==> src/rtl/cpu_pkg.sv <==
// Shared CPU definitions: FSM state encoding, data word width and the
// error-cause codes that the datapath also decodes.
package cpu_pkg;

    localparam int WORD_W = 32;

    typedef enum logic [1:0] {
        ST_IDLE   = 2'd0,
        ST_WAIT   = 2'd1,
        ST_ACCESS = 2'd2,
        ST_RESP   = 2'd3
    } state_t;

    localparam logic [1:0] ERR_NONE     = 2'd0;
    localparam logic [1:0] ERR_MISALIGN = 2'd1;
    localparam logic [1:0] ERR_RANGE    = 2'd2;

    // Misalignment is reported in preference to range when both apply.
    function automatic logic [1:0] err_cause(input logic misaligned, input logic out_of_range);
        if (misaligned)
            return ERR_MISALIGN;
        else if (out_of_range)
            return ERR_RANGE;
        else
            return ERR_NONE;
    endfunction

endpackage

==> src/rtl/dmem_word_array.sv <==
// Word-wide data storage: one shared address, synchronous write with enable,
// registered read with enable. Contents are never reset.
module dmem_word_array
    import cpu_pkg::*;
#(
    parameter int DEPTH = 64,
    parameter int AW    = 6
) (
    input  logic              clk,
    input  logic              wr_en,
    input  logic              rd_en,
    input  logic [AW-1:0]     addr,
    input  logic [WORD_W-1:0] wdata,
    output logic [WORD_W-1:0] rdata
);

    logic [WORD_W-1:0] mem [DEPTH];

    always_ff @(posedge clk) begin
        if (wr_en)
            mem[addr] <= wdata;
        if (rd_en)
            rdata <= mem[addr];
    end

endmodule

==> src/rtl/data_mem_responder.sv <==
// Data-memory responder: accepts one request at a time, inserts WAIT_CYCLES
// wait states, performs the word access and returns a one-cycle response.
module data_mem_responder
    import cpu_pkg::*;
#(
    parameter int ADDR_W      = 8,
    parameter int DEPTH       = 64,
    parameter int WAIT_CYCLES = 2
) (
    input  logic              clk,
    input  logic              RST,
    input  logic              req_valid,
    input  logic              req_we,
    input  logic [ADDR_W-1:0] req_addr,
    input  logic [WORD_W-1:0] req_wdata,
    output logic              req_ready,
    output logic              resp_valid,
    output logic [WORD_W-1:0] resp_rdata,
    output logic              resp_err,
    output logic              busy
);

    localparam int          IDX_W     = ADDR_W - 2;
    localparam int          AW        = (DEPTH > 1) ? $clog2(DEPTH) : 1;
    localparam logic [3:0]  WAIT_INIT = 4'(WAIT_CYCLES);

    state_t              state_reg, state_next;
    logic [3:0]          cnt_reg, cnt_next;
    logic                we_reg;
    logic [ADDR_W-1:0]   addr_reg;
    logic [WORD_W-1:0]   wdata_reg;
    logic                rd_ok_reg;
    logic                err_reg;

    logic [IDX_W-1:0]    idx;
    logic [31:0]         idx_ext;
    logic [1:0]          cause;
    logic                acc_err;
    logic                in_access;
    logic                mem_wr_en;
    logic                mem_rd_en;
    logic [WORD_W-1:0]   mem_rdata;

    // Range check on the zero-extended index so an index of exactly DEPTH
    // (or beyond) never wraps onto a valid word.
    assign idx       = addr_reg[ADDR_W-1:2];
    assign idx_ext   = {{(32-IDX_W){1'b0}}, idx};
    assign cause     = err_cause(addr_reg[1:0] != 2'b00, idx_ext >= 32'(DEPTH));
    assign acc_err   = (cause != ERR_NONE);
    assign in_access = (state_reg == ST_ACCESS);
    assign mem_wr_en = in_access && we_reg && !acc_err && !RST;
    assign mem_rd_en = in_access && !we_reg && !acc_err;

    dmem_word_array #(
        .DEPTH (DEPTH),
        .AW    (AW)
    ) u_array (
        .clk   (clk),
        .wr_en (mem_wr_en),
        .rd_en (mem_rd_en),
        .addr  (idx[AW-1:0]),
        .wdata (wdata_reg),
        .rdata (mem_rdata)
    );

    always_comb begin
        state_next = state_reg;
        cnt_next   = cnt_reg;
        case (state_reg)
            ST_IDLE: begin
                if (req_valid) begin
                    cnt_next   = WAIT_INIT;
                    state_next = (WAIT_CYCLES > 0) ? ST_WAIT : ST_ACCESS;
                end
            end
            ST_WAIT: begin
                cnt_next = cnt_reg - 4'd1;
                if (cnt_reg == 4'd1)
                    state_next = ST_ACCESS;
            end
            ST_ACCESS: state_next = ST_RESP;
            default:   state_next = ST_IDLE;
        endcase
    end

    always_ff @(posedge clk) begin
        if (RST) begin
            state_reg <= ST_IDLE;
            cnt_reg   <= 4'd0;
            we_reg    <= 1'b0;
            addr_reg  <= '0;
            wdata_reg <= '0;
            rd_ok_reg <= 1'b0;
            err_reg   <= 1'b0;
        end else begin
            state_reg <= state_next;
            cnt_reg   <= cnt_next;
            if (state_reg == ST_IDLE && req_valid) begin
                we_reg    <= req_we;
                addr_reg  <= req_addr;
                wdata_reg <= req_wdata;
            end
            if (in_access) begin
                rd_ok_reg <= mem_rd_en;
                err_reg   <= acc_err;
            end
        end
    end

    // The array's read register only updates on good reads, so masking it
    // with rd_ok_reg yields 0 for writes/errors and holds between responses.
    assign resp_rdata = rd_ok_reg ? mem_rdata : '0;
    assign resp_err   = err_reg;
    assign resp_valid = (state_reg == ST_RESP);
    assign req_ready  = (state_reg == ST_IDLE);
    assign busy       = (state_reg != ST_IDLE);

endmodule
==> config.mk <==
export PLATFORM = sky130hd
export DESIGN_NAME = data_mem_responder
export DESIGN_NICKNAME = d
export VERILOG_FILES = /design/src/rtl/cpu_pkg.sv /design/src/rtl/dmem_word_array.sv /design/src/rtl/data_mem_responder.sv
export SDC_FILE = /design/constraint.sdc
export NUM_CORES = 2
export LEC_CHECK = 0
export ABC_AREA = 1
export BUFFER_PORTS_ARGS = -buffer_cell sky130_fd_sc_hd__buf_4
export CORE_ASPECT_RATIO = 1.1
export CORE_MARGIN = 4
export CORE_UTILIZATION = 33
export CTS_CLUSTER_SIZE = 25
export DETAILED_ROUTE_END_ITERATION = 10
export HOLD_SLACK_MARGIN = 0.12
export PLACE_DENSITY = 0.44
export SYNTH_ARGS = -nofsm -noshare
export SYNTH_HDL_FRONTEND = slang
export SYNTH_SLANG_ARGS = --single-unit
==> constraint.sdc <==
create_clock -name clk -period 3.64 [get_ports clk]
set_input_delay 0.546 -clock clk [delete_from_list [all_inputs] [get_ports clk]]
set_output_delay 0.546 -clock clk [all_outputs]
set_load 0.02 [all_outputs]
; Word level (Yosys, flattened, before mapping)
; Memory sizes are Yosys's and may differ from the RTL's. A register that Yosys moved wholly into a read port is not among the register bits.
; Cells that the tools add are included.
[word_totals]
ff_bits = 49
latchBits = 0
ramBits = 2048
mem_bits_ro = 0
inputBits = 44
wordCells = 42
n_memories = 1
[op_classes]
n_addsub = 1
mul = 0
n_div = 0
n_lt_le_gt_ge = 1
eq_ne = 6
shift = 0
mux = 10
bitwise = 0
reduce_logical = 16
[mem_list]
columns = name, depth, width, rd, rd_ports_with_merged_regs, wr, line_no
row1 = u_array.mem, 64, 32, 1, 1, 1, dmem_word_array.sv:17  ; logic [WORD_W-1:0] mem [DEPTH];
[ops]
columns = op, count
row1 = $mux W32, 1
row2 = $mux W2, 4
row3 = $pmux W4 S2, 1
row4 = $reduce_bool A2 Y1, 4
row5 = $ge A6 B7 Y1 const B, 1
row6 = $logic_and A1 B1 Y1, 6
row7 = $pmux W2 S3, 1
row8 = $eq A2 B2 Y1 const B, 2
row9 = $eq A4 B1 Y1 const B, 1
row10 = $mux W4, 1
row11 = $ne A2 B2 Y1 const B, 2
row12 = $reduce_and A2 Y1, 2
row13 = $sub A4 B1 Y4 const B, 1
row14 = $logic_not A1 Y1, 3
row15 = $eq A2 B1 Y1 const B, 1
row16 = $logic_not A2 Y1, 1
row17 = $mux W1, 2

; Depth between registers and ports, before layout
[depth]
word_depth = 9
depth_mapped = 15
mapped_depth_nobuf = 11

; By module
; Synthesis repeated with hierarchy kept, for this count alone.
[hier_totals]
cells_unflattened = 8750
hier_area_um2 = 88965.3
[modules_own_cells]
columns = mod, instances, cells_each, area_per_inst_um2, seq_area_each_um2
row1 = dmem_word_array, 1, 8440, 86823.3, 62459.9
row2 = data_mem_responder, 1, 310, 2142.1, 980.9

; Worst setup path before layout
; No wires, ideal clock.
[synth_timing]
kind = register to register
startpoint = reg state_reg[0]
endpoint = mem u_array.mem[14][0], enable pin
setup_time_ns = 0.421
arrival_ns = 2.761
slack_ns = 0.458
path_stages_with_launch = 9
path_buffers = 0
period_less_slack_ns = 3.182
cell_sequence = dfxtp_1 inv_1 ha_1 inv_2 nor3_1 inv_1 nor2_2 nand4_1 nor2_1
[synth_between]
elab_chain_cells = 6
[synth_rtl]
columns = element, line_no
row1 = "start, declared", data_mem_responder.sv:27  ; state_t state_reg, state_next;
row2 = "start signal, assigned", data_mem_responder.sv:96  ; state_reg <= state_next;
row3 = $eq A2 B2 Y1, data_mem_responder.sv:50  ; assign in_access = (state_reg == ST_ACCESS);
row4 = $logic_and A1 B1 Y1 (3 in series), data_mem_responder.sv:51  ; assign mem_wr_en = in_access && we_reg && !acc_err && !RST;
row5 = $mux W1, dmem_word_array.sv:20  ; if (wr_en)
row6 = $mux W1 (not written as such), dmem_word_array.sv:21  ; mem[addr] <= wdata;
row7 = "end, declared", dmem_word_array.sv:17
; No other way between the ends.

; Worst setup path after layout
[layout_timing]
startpoint = reg addr_reg[2]
endpoint = reg u_array.rdata[27] (read register of u_array.mem), data pin
[layout_between]
elab_chain_cells = 6
[layout_rtl]
columns = element, line_no
row1 = "start, declared", data_mem_responder.sv:30  ; logic [ADDR_W-1:0] addr_reg;
row2 = "start signal, assigned", data_mem_responder.sv:100  ; addr_reg <= req_addr;
row3 = $ge A6 B7 Y1, data_mem_responder.sv:48  ; assign cause = err_cause(addr_reg[1:0] != 2'b00, idx_ext >= 32'(DEPTH));
row4 = $mux W2, cpu_pkg.sv:22  ; else if (out_of_range)
row5 = $mux W2, cpu_pkg.sv:20  ; if (misaligned)
row6 = $reduce_bool A2 Y1, data_mem_responder.sv:49  ; assign acc_err = (cause != ERR_NONE);
row7 = $logic_not A1 Y1, data_mem_responder.sv:52  ; assign mem_rd_en = in_access && !we_reg && !acc_err;
row8 = $logic_and A1 B1 Y1, data_mem_responder.sv:52
row9 = "end, declared", dmem_word_array.sv:14  ; output logic [WORD_W-1:0] rdata
; Several ways; a longest one is shown, not always the timed one.
; A chain may end at the register's enable or synchronous reset.

==> flow_metrics.py <==
metrics = {
    "outcome": {
        "status": "complete, no violations",
    },
    "global_route": {
        "grt_max_degree": 129,
        "grt-ovfl-total": 0,
        "antenna_found_initial": 25,
        "grt_pass1_vias": 58900,
        "grtUsageTotal": 0.208,
        "grt_first_pass_wirelength_um": 425000,
    },
    "timing": {
        "setup_tns_ns": 0,
        "fin_hold_ws_ns": 0.212,
        "fin_crit_ns": 3.51,
        "relSlewSlack": 0.222,
        "worst_slew_pin_slew_ns": 1.16,
        "rsz0062_at_grt": "no",
        "finalSetupViolCount": 0,
        "max_freq_mhz": 285,
        "post-route-period-util": 0.963,
        "report.final.slew_viol_count": 0,
        "skew_ns": 0.0916,
        "final-hold-violation-count": 0,
    },
    "logic_synthesis": {
        "synthCells": 8737,
        "synth_cell_types": 29,
        "synth_top_area_cell": "edfxtp_1",
        "synth_seq_cells": 2129,
        "ys_top_cells_by_area": "edfxtp_1, nand2_1, buf_2, dfxtp_1, nor2_1",
        "synth_fp_nets": 8788,
        "yosysWarningCount": 0,
        "syn_area_per_cell_um2": 10.2,
        "yosysTopAreaCellShare": 0.700,
        "synthesis.area_um2": 89200,
        "yosysSeqAreaShare": 0.711,
    },
    "floorplan": {
        "core_area_um2": 268000,
        "initial_core_util": 0.333,
        "chipHeight_um": 553,
        "die-width_um": 504,
        "row_count": 199,
        "pin_count": 80,
        "dieArea_um2": 279000,
    },
    "power": {
        "p_int_uw": 46200,
        "p_switching_uw": 23300,
        "power_density_nw_per_um2": 672,
        "switching_share": 0.335,
        "seq_power_share": 0.433,
        "leakage_uw": 0.0428,
        "pwr-share-comb": 0.232,
        "clkPwrFrac": 0.335,
        "ir_drop_uv": 445,
    },
    "cells_and_area": {
        "seq_area_um2": 63500,
        "fillerInstances": 26500,
        "drive_above_1_share": 0.0874,
        "nNetsFinal": 8981,
        "multi_input_area_um2": 23700,
        "largest_reg_flops": 2048,
        "area_delta_synth_final_pct": 16.0,
    },
    "setup_path": {
        "worst-setup-path-type": "reg2reg",
        "cp.arrival_ns": 4.07,
        "cp-start-kind": "register",
        "endpoint_kind": "register",
        "required_ns": 4.21,
        "path_max_fanout": 71,
    },
    "detailed_routing": {
        "dr.first_iter.drc_count": 5717,
        "ant_nets": 0,
        "drt_first_pass_iters": 6,
        "wl_per_cell_um": 23.3,
        "vias": 60500,
        "totalWireLength_um": 295000,
        "via_per_inst": 4.78,
        "drc": 0,
    },
    "cts": {
        "clk_pin_slew_ns": 0.06,
        "htree_levels": 4,
        "cts.path.max_buffers": 4,
        "cts_tree": "built",
        "cts.sinks": 2129,
        "post_cts_buffers": 0,
        "cts_buffers": 238,
        "clock-root-buffer": "clkbuf_16",
        "clk_latency_ns": 0.91,
    },
    "placed_design": {
        "dp_hpwl_um": 175000,
        "port-buffer-count": 79,
        "gp_congestion": 0.802,
    },
    "worst_hold_path": {
        "hp-class": "in2reg",
    },
    "job": {
        "cap_violations": 0,
    },
}
[final cells by class]
type,instances,area share
clock inverters,126,0.0109
multi-input cells,6095,0.229
flip-flops and latches,2129,0.614
well taps,3517,0.0425
inverters,73,0.00289
diodes,7,0.000169
repair buffers,393,0.0406
clock buffers,296,0.0604
[placed cells by master, fill, tap and decap left out, drive strengths merged]
cell type and instances:
a211oi 1, clkinv 97, a31oi 1, bufinv 20, a21oi 12, clkinvlp 6, dfxtp 49, diode 7
or2 6, o21ai 54, inv 76, edfxtp 2080, clkbuf 296, nand2 5763, ha 7, o211ai 5
nand3 14, xor2 1, buf 352, nor3 10, dlygate4sd3 41, nand4 3, nor2 218
[what timing repair did]
action | CTS | global route
hold buffers | 41 | 0
endpoints found under the hold margin | 44 | 0
resized for setup | 1 | 0
setup endpoints to repair | 3 | 0
[per-stage QoR]
step                      instances  total power (µW)  utilization  setup WS (ns)  cell area [µm²]
after floorplan                8737             38800            -          0.458            89200
after global placement        12200             46900        0.357          0.270            95700
after detailed placement      12200             46900        0.357          0.243            95700
after CTS                     12600             70300        0.386          0.218           103000
after global routing          12600             72800        0.386         0.0497           103000
final                         12600             69500        0.386          0.134           103000
[synth_stat cells, drive strengths merged]
cell type and instances:
a211oi 1, a21oi 12, a31oi 1, buf 332
clkbuf 108, clkinv 1, dfxtp 49, edfxtp 2080
ha 7, inv 72, nand2 5763, nand3 14
nand4 3, nor2 218, nor3 10, o211ai 5
o21ai 54, or2 6, xor2 1
[kinds of logic (layout without fill, tap and decap cells)]
| logic type | Yosys count | after routing | share of synthesized area |
|---|---|---|---|
| simple gates | 6014 | 6014 | 0.255 |
| flops | 2129 | 2129 | 0.711 |
| buf+inv | 513 | 888 | 0.0288 |
| compound gates | 73 | 73 | 0.00428 |
| fa+ha+maj | 7 | 7 | 0.000982 |
| xor+xnor | 1 | 1 | 0.0000982 |
| other cells | 0 | 7 | 0 |
[worst paths after layout]
kind	startpoint	endpoint	slack [ns]	cells past startpoint
max	addr_reg[2]	u_array.rdata[27]	0.13	13
min	req_addr[2]	addr_reg[2]	0.21	3
max reg2reg	addr_reg[2]	u_array.rdata[27]	0.13	13
min reg2reg	addr_reg[0]	addr_reg[0]	0.49	2
[power by group through the flow]
stage / Combinational [µW] / Sequential (µW) / Clock [µW]
after floorplan: 8530 / 30300 / 0
after CTS: 16300 / 30100 / 23900
after global routing: 17700 / 30100 / 24900
final: 16100 / 30100 / 23300
after detailed placement: 16300 / 30600 / 0
after global placement: 16300 / 30600 / 0
[per-layer routing]
layer  part of all wire  GRT usage  up-vias
li1                   -          -    28600
met1               0.47      0.307    29900
met2               0.46      0.328     1570
met3              0.052     0.0226      347
met4              0.024     0.0494        0
met5                  0          0        -
[worst max-delay path: stages (launching register included)]
cell     delay, ns
dfxtp_4       0.60
inv_8         0.27
buf_12        0.29
buf_4         0.26
nand2_1       0.06
nand2_1       0.05
nand2_1       0.05
nand2_1       0.05
nand2_1       0.06
nand2_1       0.08
nand2_1       0.07
nand2_1       0.16
nor2_1        0.91
nand2_1       0.13
Note: power is estimated with default switching activity, not from simulation.
